[src/rtl/rv32i_types.sv]
// Shared types for the unified memory-port arbiter: FSM states, latched request, requester IDs.
// No logic here; widths match the arbiter's default ADDR_WIDTH/DATA_WIDTH.
// Backpressure: n/a.
package rv32i_types;

    localparam int MEM_ADDR_W = 32;
    localparam int MEM_DATA_W = 32;
    localparam int MEM_MASK_W = MEM_DATA_W / 8;

    localparam logic ARB_IMEM = 1'b0;
    localparam logic ARB_DMEM = 1'b1;

    typedef enum logic [1:0] {
        arb_idle_s,
        arb_busy_i_s,
        arb_busy_d_s
    } arb_state_t;

    typedef struct packed {
        logic [MEM_ADDR_W-1:0] addr;
        logic [MEM_MASK_W-1:0] rmask;
        logic [MEM_MASK_W-1:0] wmask;
        logic [MEM_DATA_W-1:0] wdata;
    } mem_req_t;

endpackage

[src/rtl/rr_arbiter2.sv]
// Two-requester round-robin picker; grant is combinational from req_i.
// Latency 0; the priority pointer moves to the loser only when accept_i takes the grant.
// Backpressure: a grant that is not accepted leaves the pointer untouched.
module rr_arbiter2
    import rv32i_types::*;
#(
    parameter logic INIT_PRIO = 1'b0
) (
    input  logic       clk,
    input  logic       rst,
    input  logic [1:0] req_i,
    input  logic       accept_i,
    output logic [1:0] gnt_o
);

    logic prio_q;

    always_comb begin
        gnt_o = 2'b00;
        case (req_i)
            2'b01:   gnt_o = 2'b01;
            2'b10:   gnt_o = 2'b10;
            2'b11:   gnt_o = prio_q ? 2'b10 : 2'b01;
            default: gnt_o = 2'b00;
        endcase
    end

    // Point at the requester that did not win, so a contending pair alternates.
    always_ff @(posedge clk) begin
        if (rst) begin
            prio_q <= INIT_PRIO;
        end else if (accept_i && (gnt_o != 2'b00)) begin
            prio_q <= gnt_o[ARB_IMEM] ? ARB_DMEM : ARB_IMEM;
        end
    end

endmodule

[src/rtl/mem_port_arbiter.sv]
// Shares the cache port between fetch and LSQ, one transaction outstanding; ARB_BYPASS_EN drives mem_* in the grant cycle.
// Latency: grant to cache 1 cycle (0 with ARB_BYPASS_EN); response routed combinationally on mem_resp.
// Backpressure: requesters hold their masks until their resp; the loser waits for the next IDLE cycle.
module mem_port_arbiter
    import rv32i_types::*;
#(
    parameter int ADDR_WIDTH = 32,
    parameter int DATA_WIDTH = 32,
    parameter int INIT_PRIO  = 0
) (
    input  logic                    clk,
    input  logic                    rst,
    input  logic [ADDR_WIDTH-1:0]   imem_addr,
    input  logic [DATA_WIDTH/8-1:0] imem_rmask,
    input  logic                    imem_flush,
    output logic [DATA_WIDTH-1:0]   imem_rdata,
    output logic                    imem_resp,
    input  logic [ADDR_WIDTH-1:0]   dmem_addr,
    input  logic [DATA_WIDTH/8-1:0] dmem_rmask,
    input  logic [DATA_WIDTH/8-1:0] dmem_wmask,
    input  logic [DATA_WIDTH-1:0]   dmem_wdata,
    input  logic                    dmem_flush,
    output logic [DATA_WIDTH-1:0]   dmem_rdata,
    output logic                    dmem_resp,
    output logic [ADDR_WIDTH-1:0]   mem_addr,
    output logic [DATA_WIDTH/8-1:0] mem_rmask,
    output logic [DATA_WIDTH/8-1:0] mem_wmask,
    output logic [DATA_WIDTH-1:0]   mem_wdata,
    input  logic [DATA_WIDTH-1:0]   mem_rdata,
    input  logic                    mem_resp,
    output logic                    owner
);

    localparam logic                  INIT_OWNER = (INIT_PRIO != 0) ? ARB_DMEM : ARB_IMEM;
    localparam logic [ADDR_WIDTH-1:0] ALIGN_MASK = ~ADDR_WIDTH'(3);

    arb_state_t state_q;
    mem_req_t   req_q;
    logic       squash_q;
    logic       owner_q;

    logic       imem_vld;
    logic       dmem_vld;
    logic [1:0] gnt;
    logic       is_idle;
    mem_req_t   imem_req;
    mem_req_t   dmem_req;
    mem_req_t   idle_req;
    mem_req_t   out_req;
    logic       own_flush;
    logic       squash_d;

    // A flushed requester is invisible to arbitration for that cycle only.
    assign imem_vld = (imem_rmask != '0) && !imem_flush;
    assign dmem_vld = ((dmem_rmask | dmem_wmask) != '0) && !dmem_flush;
    assign is_idle  = (state_q == arb_idle_s);

    rr_arbiter2 #(
        .INIT_PRIO (INIT_OWNER)
    ) u_rr (
        .clk      (clk),
        .rst      (rst),
        .req_i    ({dmem_vld, imem_vld}),
        .accept_i (is_idle),
        .gnt_o    (gnt)
    );

    always_comb begin
        imem_req       = '0;
        imem_req.addr  = MEM_ADDR_W'(imem_addr & ALIGN_MASK);
        imem_req.rmask = MEM_MASK_W'(imem_rmask);

        // A combined load/store request is issued as the store only.
        dmem_req       = '0;
        dmem_req.addr  = MEM_ADDR_W'(dmem_addr & ALIGN_MASK);
        dmem_req.wmask = MEM_MASK_W'(dmem_wmask);
        dmem_req.wdata = MEM_DATA_W'(dmem_wdata);
        dmem_req.rmask = (dmem_wmask != '0) ? '0 : MEM_MASK_W'(dmem_rmask);
    end

`ifdef ARB_BYPASS_EN
    assign idle_req = gnt[ARB_IMEM] ? imem_req : (gnt[ARB_DMEM] ? dmem_req : '0);
`else
    assign idle_req = '0;
`endif

    assign out_req   = is_idle ? idle_req : req_q;
    assign mem_addr  = ADDR_WIDTH'(out_req.addr);
    assign mem_rmask = (DATA_WIDTH/8)'(out_req.rmask);
    assign mem_wmask = (DATA_WIDTH/8)'(out_req.wmask);
    assign mem_wdata = DATA_WIDTH'(out_req.wdata);
    assign owner     = owner_q;

    // Only reads are squashable; a flush coinciding with mem_resp still squashes it.
    assign own_flush = (state_q == arb_busy_d_s) ? dmem_flush : imem_flush;
    assign squash_d  = squash_q || (own_flush && (req_q.rmask != '0));

    assign imem_resp  = (state_q == arb_busy_i_s) && mem_resp && !squash_d;
    assign dmem_resp  = (state_q == arb_busy_d_s) && mem_resp && !squash_d;
    assign imem_rdata = mem_rdata;
    assign dmem_rdata = mem_rdata;

    always_ff @(posedge clk) begin
        if (rst) begin
            state_q  <= arb_idle_s;
            req_q    <= '0;
            squash_q <= 1'b0;
            owner_q  <= INIT_OWNER;
        end else begin
            case (state_q)
                arb_idle_s: begin
                    squash_q <= 1'b0;
                    if (gnt[ARB_IMEM]) begin
                        state_q <= arb_busy_i_s;
                        req_q   <= imem_req;
                        owner_q <= ARB_IMEM;
                    end else if (gnt[ARB_DMEM]) begin
                        state_q <= arb_busy_d_s;
                        req_q   <= dmem_req;
                        owner_q <= ARB_DMEM;
                    end
                end
                arb_busy_i_s, arb_busy_d_s: begin
                    if (mem_resp) begin
                        state_q  <= arb_idle_s;
                        squash_q <= 1'b0;
                    end else begin
                        squash_q <= squash_d;
                    end
                end
                default: begin
                    state_q  <= arb_idle_s;
                    squash_q <= 1'b0;
                end
            endcase
        end
    end

    // The cache must never answer when nothing is outstanding.
    a_no_idle_resp: assert property (@(posedge clk) disable iff (rst) !(is_idle && mem_resp));

endmodule

[config.mk]
export PLATFORM = sky130hd
export DESIGN_NAME = mem_port_arbiter
export DESIGN_NICKNAME = d
export VERILOG_FILES = /design/src/rtl/rv32i_types.sv /design/src/rtl/rr_arbiter2.sv /design/src/rtl/mem_port_arbiter.sv
export SDC_FILE = /design/constraint.sdc
export NUM_CORES = 1
export LEC_CHECK = 0
export CAP_MARGIN = 25
export CORE_MARGIN = 4
export CORE_UTILIZATION = 39
export DETAILED_ROUTE_END_ITERATION = 16
export MAX_ROUTING_LAYER = met4
export PLACE_DENSITY_LB_ADDON = 0.1
export SETUP_SLACK_MARGIN = 0.2
export SYNTH_ARGS = -nofsm -noshare
export SYNTH_HDL_FRONTEND = slang
export SYNTH_SLANG_ARGS = --single-unit
[constraint.sdc]
create_clock -name clk -period 3.25 [get_ports clk]
set_input_delay 0.325 -clock clk [delete_from_list [all_inputs] [get_ports clk]]
set_output_delay 0.325 -clock clk [all_outputs]
set_load 0.02 [all_outputs]
=== After elaboration in Yosys (flattened, before gate mapping) ===
Cells that the tools add are included.
Widths: inputs -> output; s select.

* Bits in registers: 77
* Output and inout bits: 139
* Input port bits: 145
* Logic and storage cells: 53

* Multiplexer cells: 14
* Equality and inequality tests: 7
* Bitwise gates (word level): 2
* Reductions and logical operators: 22

{| class="wikitable"
|+ Operators by type and width
! kind !! count
|-
| $mux 72 || 3
|-
| $reduce_bool 4->1 || 4
|-
| $logic_and 1x1->1 || 8
|-
| $mux 2 || 4
|-
| $eq 2x2->1 const B || 3
|-
| $pmux 2 s3 || 1
|-
| $eq 2x1->1 const B || 2
|-
| $mux 1 || 4
|-
| $mux 4 || 1
|-
| $or 4x4->4 || 1
|-
| $pmux 2 s2 || 1
|-
| $reduce_and 2->1 || 2
|-
| $logic_not 1->1 || 3
|-
| $ne 3x1->1 const B || 1
|-
| $reduce_or 3->1 || 1
|-
| $logic_not 2->1 || 1
|-
| $ne 2x2->1 const B || 1
|-
| $reduce_bool 2->1 || 1
|-
| $reduce_or 2->1 || 1
|-
| $logic_or 1x1->1 || 1
|-
| $not 1->1 || 1
|}

=== Logic depth before layout (Yosys ltp) ===
* Depth after elaboration: 8
* Depth in mapped cells: 9
* Depth with buffers taken out: 6

=== Cells and area by module ===
A second synthesis with hierarchy kept.

* Cell total of the unflattened synthesis: 503
* Area, all modules: 4383.0 µm²

{| class="wikitable"
|+ Modules (own cells, without submodules)
! module !! seq. area each (µm²) !! area each (µm²) !! times used !! cells each
|-
| mem_port_arbiter || 1481.4 || 4317.9 || 1 || 496
|-
| rr_arbiter2 || 20.0 || 65.1 || 1 || 7
|}

=== Worst setup path after synthesis ===
Ideal clock, no wire load.

* Path kind: reg2reg
* Start point: register state_q[0]
* End point: register req_q[10] (netlist bit)
* Path buffers: 3
* Clock period less this slack: 1.777 ns
* Arrival: 1.659 ns
* Path slack: 1.473 ns
* Library setup time: 0.117 ns
* Required time: 3.133 ns
* Stages on the path, launching flop included: 10
* Cell sequence: dfxtp_1 -> inv_1 -> ha_1 -> nor2b_1 -> clkbuf_1 -> a21boi_4 -> and2_4 -> buf_8 -> buf_8 -> a32o_1

* Word-level cells in the longest chain between the ends: 2

{| class="wikitable"
|+ RTL lines
! what !! line !! source
|-
| from (decl) || mem_port_arbiter.sv:37 || <nowiki>arb_state_t state_q;</nowiki>
|-
| from (signal assigned) || mem_port_arbiter.sv:105 || <nowiki>state_q <= arb_idle_s;</nowiki>
|-
| from (signal assigned) || mem_port_arbiter.sv:114 || <nowiki>state_q <= arb_busy_i_s;</nowiki>
|-
| from (signal assigned) || mem_port_arbiter.sv:118 || <nowiki>state_q <= arb_busy_d_s;</nowiki>
|-
| $logic_not 2->1 || mem_port_arbiter.sv:110 || <nowiki>case (state_q)</nowiki>
|-
| $reduce_and 2->1 (no line) || -- ||
|-
| to (signal assigned) || mem_port_arbiter.sv:115 || <nowiki>req_q <= imem_req;</nowiki>
|-
| to (signal assigned) || mem_port_arbiter.sv:119 || <nowiki>req_q <= dmem_req;</nowiki>
|-
| to (decl) || mem_port_arbiter.sv:38 || <nowiki>mem_req_t req_q;</nowiki>
|}

Every way passes these cells.
A chain may end at the register's enable or synchronous reset.

=== Worst setup path in the final report ===
* Start point: register state_q[0]
* End point: output imem_resp

* Word-level cells in the longest chain between the ends: 6
* Elaborated cells between the ends (all ways): 8
* Classes of those cells: 2 x eq/ne; 1 x mux; 5 x reduce/logical

{| class="wikitable"
|+ RTL lines
! what !! line !! source
|-
| $eq 2x2->1 || mem_port_arbiter.sv:95 || <nowiki>assign own_flush = (state_q == arb_busy_d_s) ? dmem_flush : imem_flush;</nowiki>
|-
| $mux 1 || mem_port_arbiter.sv:95 ||
|-
| $logic_and 1x1->1 || mem_port_arbiter.sv:96 || <nowiki>assign squash_d = squash_q || (own_flush && (req_q.rmask != '0));</nowiki>
|-
| $logic_or 1x1->1 || mem_port_arbiter.sv:96 ||
|-
| $logic_not 1->1 || mem_port_arbiter.sv:98 || <nowiki>assign imem_resp = (state_q == arb_busy_i_s) && mem_resp && !squash_d;</nowiki>
|-
| $logic_and 1x1->1 * || mem_port_arbiter.sv:98 ||
|-
| to (decl) || mem_port_arbiter.sv:17 || <nowiki>output logic imem_resp,</nowiki>
|}

Every way passes the cells marked *; elsewhere a longest branch is shown, timed or not.

==> report_table.html <==
<table>
<tr><th>Metric</th><th>Value</th></tr>
<tr><th colspan="2">Outcome</th></tr>
<tr><td>Status</td><td>complete, no violations</td></tr>
<tr><th colspan="2">Hold path</th></tr>
<tr><td>Worst hold stages</td><td>1</td></tr>
<tr><td>Hold Path Class</td><td>reg -&gt; reg</td></tr>
<tr><td>Critical hold path startpoint</td><td>owner$_SDFFE_PP0P_</td></tr>
<tr><th colspan="2">Synth</th></tr>
<tr><td>Sequential element share of the synthesized area</td><td>0.356</td></tr>
<tr><td>Count of mapped cells out of synthesis</td><td>469</td></tr>
<tr><td>Warnings, synthesis</td><td>0</td></tr>
<tr><td>Top post-synthesis cells by area</td><td>sky130_fd_sc_hd__dfxtp_1 36%, sky130_fd_sc_hd__buf_4 12%, sky130_fd_sc_hd__a32o_1 8.8%</td></tr>
<tr><td>Number of synthesized register bits</td><td>75</td></tr>
<tr><td>Area fraction of the dominant cell type after synthesis</td><td>0.356</td></tr>
<tr><td>Predominant post-synthesis flop cell</td><td>sky130_fd_sc_hd__dfxtp_1</td></tr>
<tr><td>Number of flops mapped to enable cells by yosys</td><td>0</td></tr>
<tr><td>Post-Synthesis Mean Instance Area</td><td>9.00 sq um</td></tr>
<tr><td>Post-synth design cell area</td><td>0.00422 sq mm</td></tr>
<tr><td>Number of different library cells in the post-synthesis netlist</td><td>42</td></tr>
<tr><td>Top cell type by total area after synthesis</td><td>sky130_fd_sc_hd__dfxtp_1</td></tr>
<tr><td>Fraction of registers with async set or reset after synthesis</td><td>0</td></tr>
<tr><th colspan="2">CTS</th></tr>
<tr><td>Setup bufs post-CTS</td><td>0</td></tr>
<tr><td>Number of H-tree branching levels</td><td>3</td></tr>
<tr><td>Sink Count</td><td>75</td></tr>
<tr><td>Hold-fix buffers, CTS</td><td>0</td></tr>
<tr><td>Clock transition at the registers of the reported paths</td><td>90 ps</td></tr>
<tr><td>Clock latency reported for the late side of the worst-skew pair</td><td>340 ps</td></tr>
<tr><td>Max Root-Sink Buffers</td><td>2</td></tr>
<tr><td>Clock tree from TritonCTS</td><td>done</td></tr>
<tr><td>Clock buffer count from CTS</td><td>9</td></tr>
<tr><td>CTS Root Cell</td><td>sky130_fd_sc_hd__clkbuf_8</td></tr>
<tr><td>Post-cts sizing count</td><td>0</td></tr>
<tr><th colspan="2">Drt</th></tr>
<tr><td>Total vias in the final route</td><td>3785</td></tr>
<tr><td>Total DRC errors in the routed layout</td><td>0</td></tr>
<tr><td>Number of DRC markers after the initial detailed-route iteration</td><td>249</td></tr>
<tr><td>Average vias per placed instance</td><td>5.36</td></tr>
<tr><td>Routed length per placed instance</td><td>17.2 microns</td></tr>
<tr><td>1st-pass router iterations</td><td>5</td></tr>
<tr><td>Aggregate routed wire length</td><td>12100 microns</td></tr>
<tr><td>Post-route antenna net violation count</td><td>0</td></tr>
<tr><th colspan="2">STA</th></tr>
<tr><td>Clock Skews</td><td>10.4 ps</td></tr>
<tr><td>Max Freq</td><td>376 MHz</td></tr>
<tr><td>Min Clock Period, post-route</td><td>2660 ps</td></tr>
<tr><td>Setup-failing EPs final</td><td>0</td></tr>
<tr><td>Unrepaired setup endpoints after global routing</td><td>false</td></tr>
<tr><td>Max-slew headroom</td><td>0.512</td></tr>
<tr><td>Tcrit/Tclk final</td><td>0.819</td></tr>
<tr><td>Number of max-slew violations in the final report</td><td>0</td></tr>
<tr><td>Setup TNS Final</td><td>0 ps</td></tr>
<tr><td>Worst slew pin tran</td><td>731 ps</td></tr>
<tr><td>Final Hold Viols</td><td>0</td></tr>
<tr><td>WHS</td><td>490 ps</td></tr>
<tr><th colspan="2">Setup path</th></tr>
<tr><td>Cell with the biggest individual delay on the critical path</td><td>sky130_fd_sc_hd__clkdlybuf4s50_1</td></tr>
<tr><td>Capturing element type of the critical path</td><td>output port</td></tr>
<tr><td>Reg-to-reg startpoint</td><td>state_q[1]$_SDFFE_PP0P_</td></tr>
<tr><td>CP max stage delay</td><td>620 ps</td></tr>
<tr><td>Sum of buffers and inverters on the critical path</td><td>2</td></tr>
<tr><td>Cell depth of the worst setup path</td><td>6</td></tr>
<tr><td>Worst Reg-to-Reg Cells</td><td>7</td></tr>
<tr><td>Worst-path fanout max</td><td>3</td></tr>
<tr><td>Req. time, crit path</td><td>2920 ps</td></tr>
<tr><td>Type of the setup path with the least slack</td><td>reg -&gt; out</td></tr>
<tr><td>Startpoint types</td><td>flop</td></tr>
<tr><td>Worst setup startpoint</td><td>state_q[0]$_SDFFE_PP0P_</td></tr>
<tr><td>CP cell instances</td><td>inv_1, ha_1, mux2_2, a21oi_1, and3_1, clkdlybuf4s50_1</td></tr>
<tr><td>Data arrival time of the worst path</td><td>2340 ps</td></tr>
<tr><td>Family with the most delay on the worst path</td><td>buffers and inverters</td></tr>
<tr><th colspan="2">Power and ir drop</th></tr>
<tr><td>Power per cell area</td><td>426 mW/mm^2</td></tr>
<tr><td>Pwr Total</td><td>2.46 mW</td></tr>
<tr><td>Reported leakage power</td><td>1.97 nW</td></tr>
<tr><td>Worst supply voltage drop on vdd</td><td>208 uV</td></tr>
<tr><th colspan="2">Global route</th></tr>
<tr><td>Leftover overflow at the end of global routing</td><td>0</td></tr>
<tr><td>First-pass GRT wire length</td><td>19600 microns</td></tr>
<tr><td>Global-route usage over all layers</td><td>0.192</td></tr>
<tr><td>Maximum number of pins on one net before global-route repair</td><td>43</td></tr>
<tr><td>Initial antenna violation count</td><td>0</td></tr>
<tr><td>Vias in the first global route</td><td>3932</td></tr>
<tr><th colspan="2">Place</th></tr>
<tr><td>HPWL Detailed</td><td>8060 microns</td></tr>
<tr><td>Gpl congestion</td><td>0.775</td></tr>
<tr><td>Input/output buffers</td><td>181</td></tr>
<tr><th colspan="2">Cells and area</th></tr>
<tr><td>P&amp;R area growth vs syn</td><td>37.2%</td></tr>
<tr><td>Antenna cells</td><td>0</td></tr>
<tr><td>Fraction of final layout cells with drive strength greater than 1</td><td>0.105</td></tr>
<tr><td>Commonest cells after routing, fill and taps aside</td><td>180 x sky130_fd_sc_hd__clkdlybuf4s50_1, 75 x sky130_fd_sc_hd__dfxtp_1, 40 x sky130_fd_sc_hd__nor2b_1</td></tr>
<tr><td>Fin nets</td><td>713</td></tr>
<tr><td>Most common cell after layout, fill and taps aside</td><td>sky130_fd_sc_hd__clkdlybuf4s50_1</td></tr>
<tr><td>Post-route core utilization</td><td>0.556</td></tr>
<tr><th colspan="2">Floorplanning</th></tr>
<tr><td>Horizontal extent of the die</td><td>112 microns</td></tr>
<tr><td>Floorplan die height</td><td>112 microns</td></tr>
<tr><td>Row cnt</td><td>37</td></tr>
<tr><td>Number of top-level pins</td><td>284</td></tr>
<tr><td>Initial core utilization</td><td>0.405</td></tr>
<tr><td>Core Footprint</td><td>0.0104 sq mm</td></tr>
<tr><td>Total Die Area</td><td>0.0125 sq mm</td></tr>
<tr><th colspan="2">Flow run</th></tr>
<tr><td>Reported max-cap violation count</td><td>0</td></tr>
</table>
==> worst register-to-register path, stage by stage, from the launching register on <==
cell and delay, ps:
sky130_fd_sc_hd__dfxtp_1 320, sky130_fd_sc_hd__inv_1 100, sky130_fd_sc_hd__ha_2 190, sky130_fd_sc_hd__buf_4 410, sky130_fd_sc_hd__nor2b_2 260, sky130_fd_sc_hd__buf_4 360, sky130_fd_sc_hd__nand3_1 250, sky130_fd_sc_hd__o221ai_1 240
==> registers in the layout (all words and copies together) (netlist names) <==
register and flops:
state_q 2, u_rr.prio_q 1, req_q 70, owner 1, squash_q 1
==> final cells by class <==
cell class	instances	area, sq um
multi-input combinational	249	1880
inverter	38	143
fill	987	4630
timing repair buffer	192	1910
clock buffer	10	138
clock inverter	6	48.8
sequential	75	1500
tap	136	170
==> cells by family (layout without fill, tap and decap cells) <==
logic type	after synthesis	count (layout)	share of synthesized area
compound gates	84	84	0.220
fa+ha+maj	3	3	0.00890
buf+inv	146	246	0.203
flops	75	75	0.356
mux	1	1	0.00267
other cells	1	2	0.000889
simple gates	159	159	0.208
==> cells in the mapped netlist, drive strengths merged, types with 3 or more instances <==
| cell | instances |
|---|---|
| buf | 81 |
| dfxtp | 75 |
| nor2b | 41 |
| a32o | 37 |
| inv | 37 |
| nor2 | 32 |
| nand3 | 31 |
| nand4 | 31 |
| o311ai | 30 |
| clkbuf | 27 |
| nand2 | 9 |
| o221ai | 4 |
| a21oi | 3 |
| and3 | 3 |
| ha | 3 |
| nor4 | 3 |
| o21ai | 3 |
| or4 | 3 |
==> where the power goes <==
group	leakage (nW)	internal [mW]	switching (mW)
registers	0.615	1.01	0.0331
logic	1.27	0.336	0.410
clock network	0.0855	0.305	0.370
total	1.97	1.65	0.813
==> layer usage <==
layer	GRT usage	part of all wire	routed length, microns
met5	-	0	0
met4	0.0609	0.0097	118
met1	0.254	0.45	5520
met3	0.0415	0.078	944
met2	0.293	0.46	5550
==> per-stage QoR <==
step	cells	cell area [sq um]	setup slack, ps
finish	706	5790	590
global route	706	5790	380
CTS	705	5760	554
detailed placement	689	5570	407
global placement	689	5570	404
floorplan	470	4220	1470
==> worst paths after layout <==
| path | endpoint | slack (ps) |
|---|---|---|
| max | imem_resp | 590 |
| min | owner$_SDFFE_PP0P_ | 490 |
| max reg2reg | req_q[36]$_SDFFE_PP0P_ | 1050 |
| min reg2reg | owner$_SDFFE_PP0P_ | 490 |
Power figures use the tool's default switching activity.
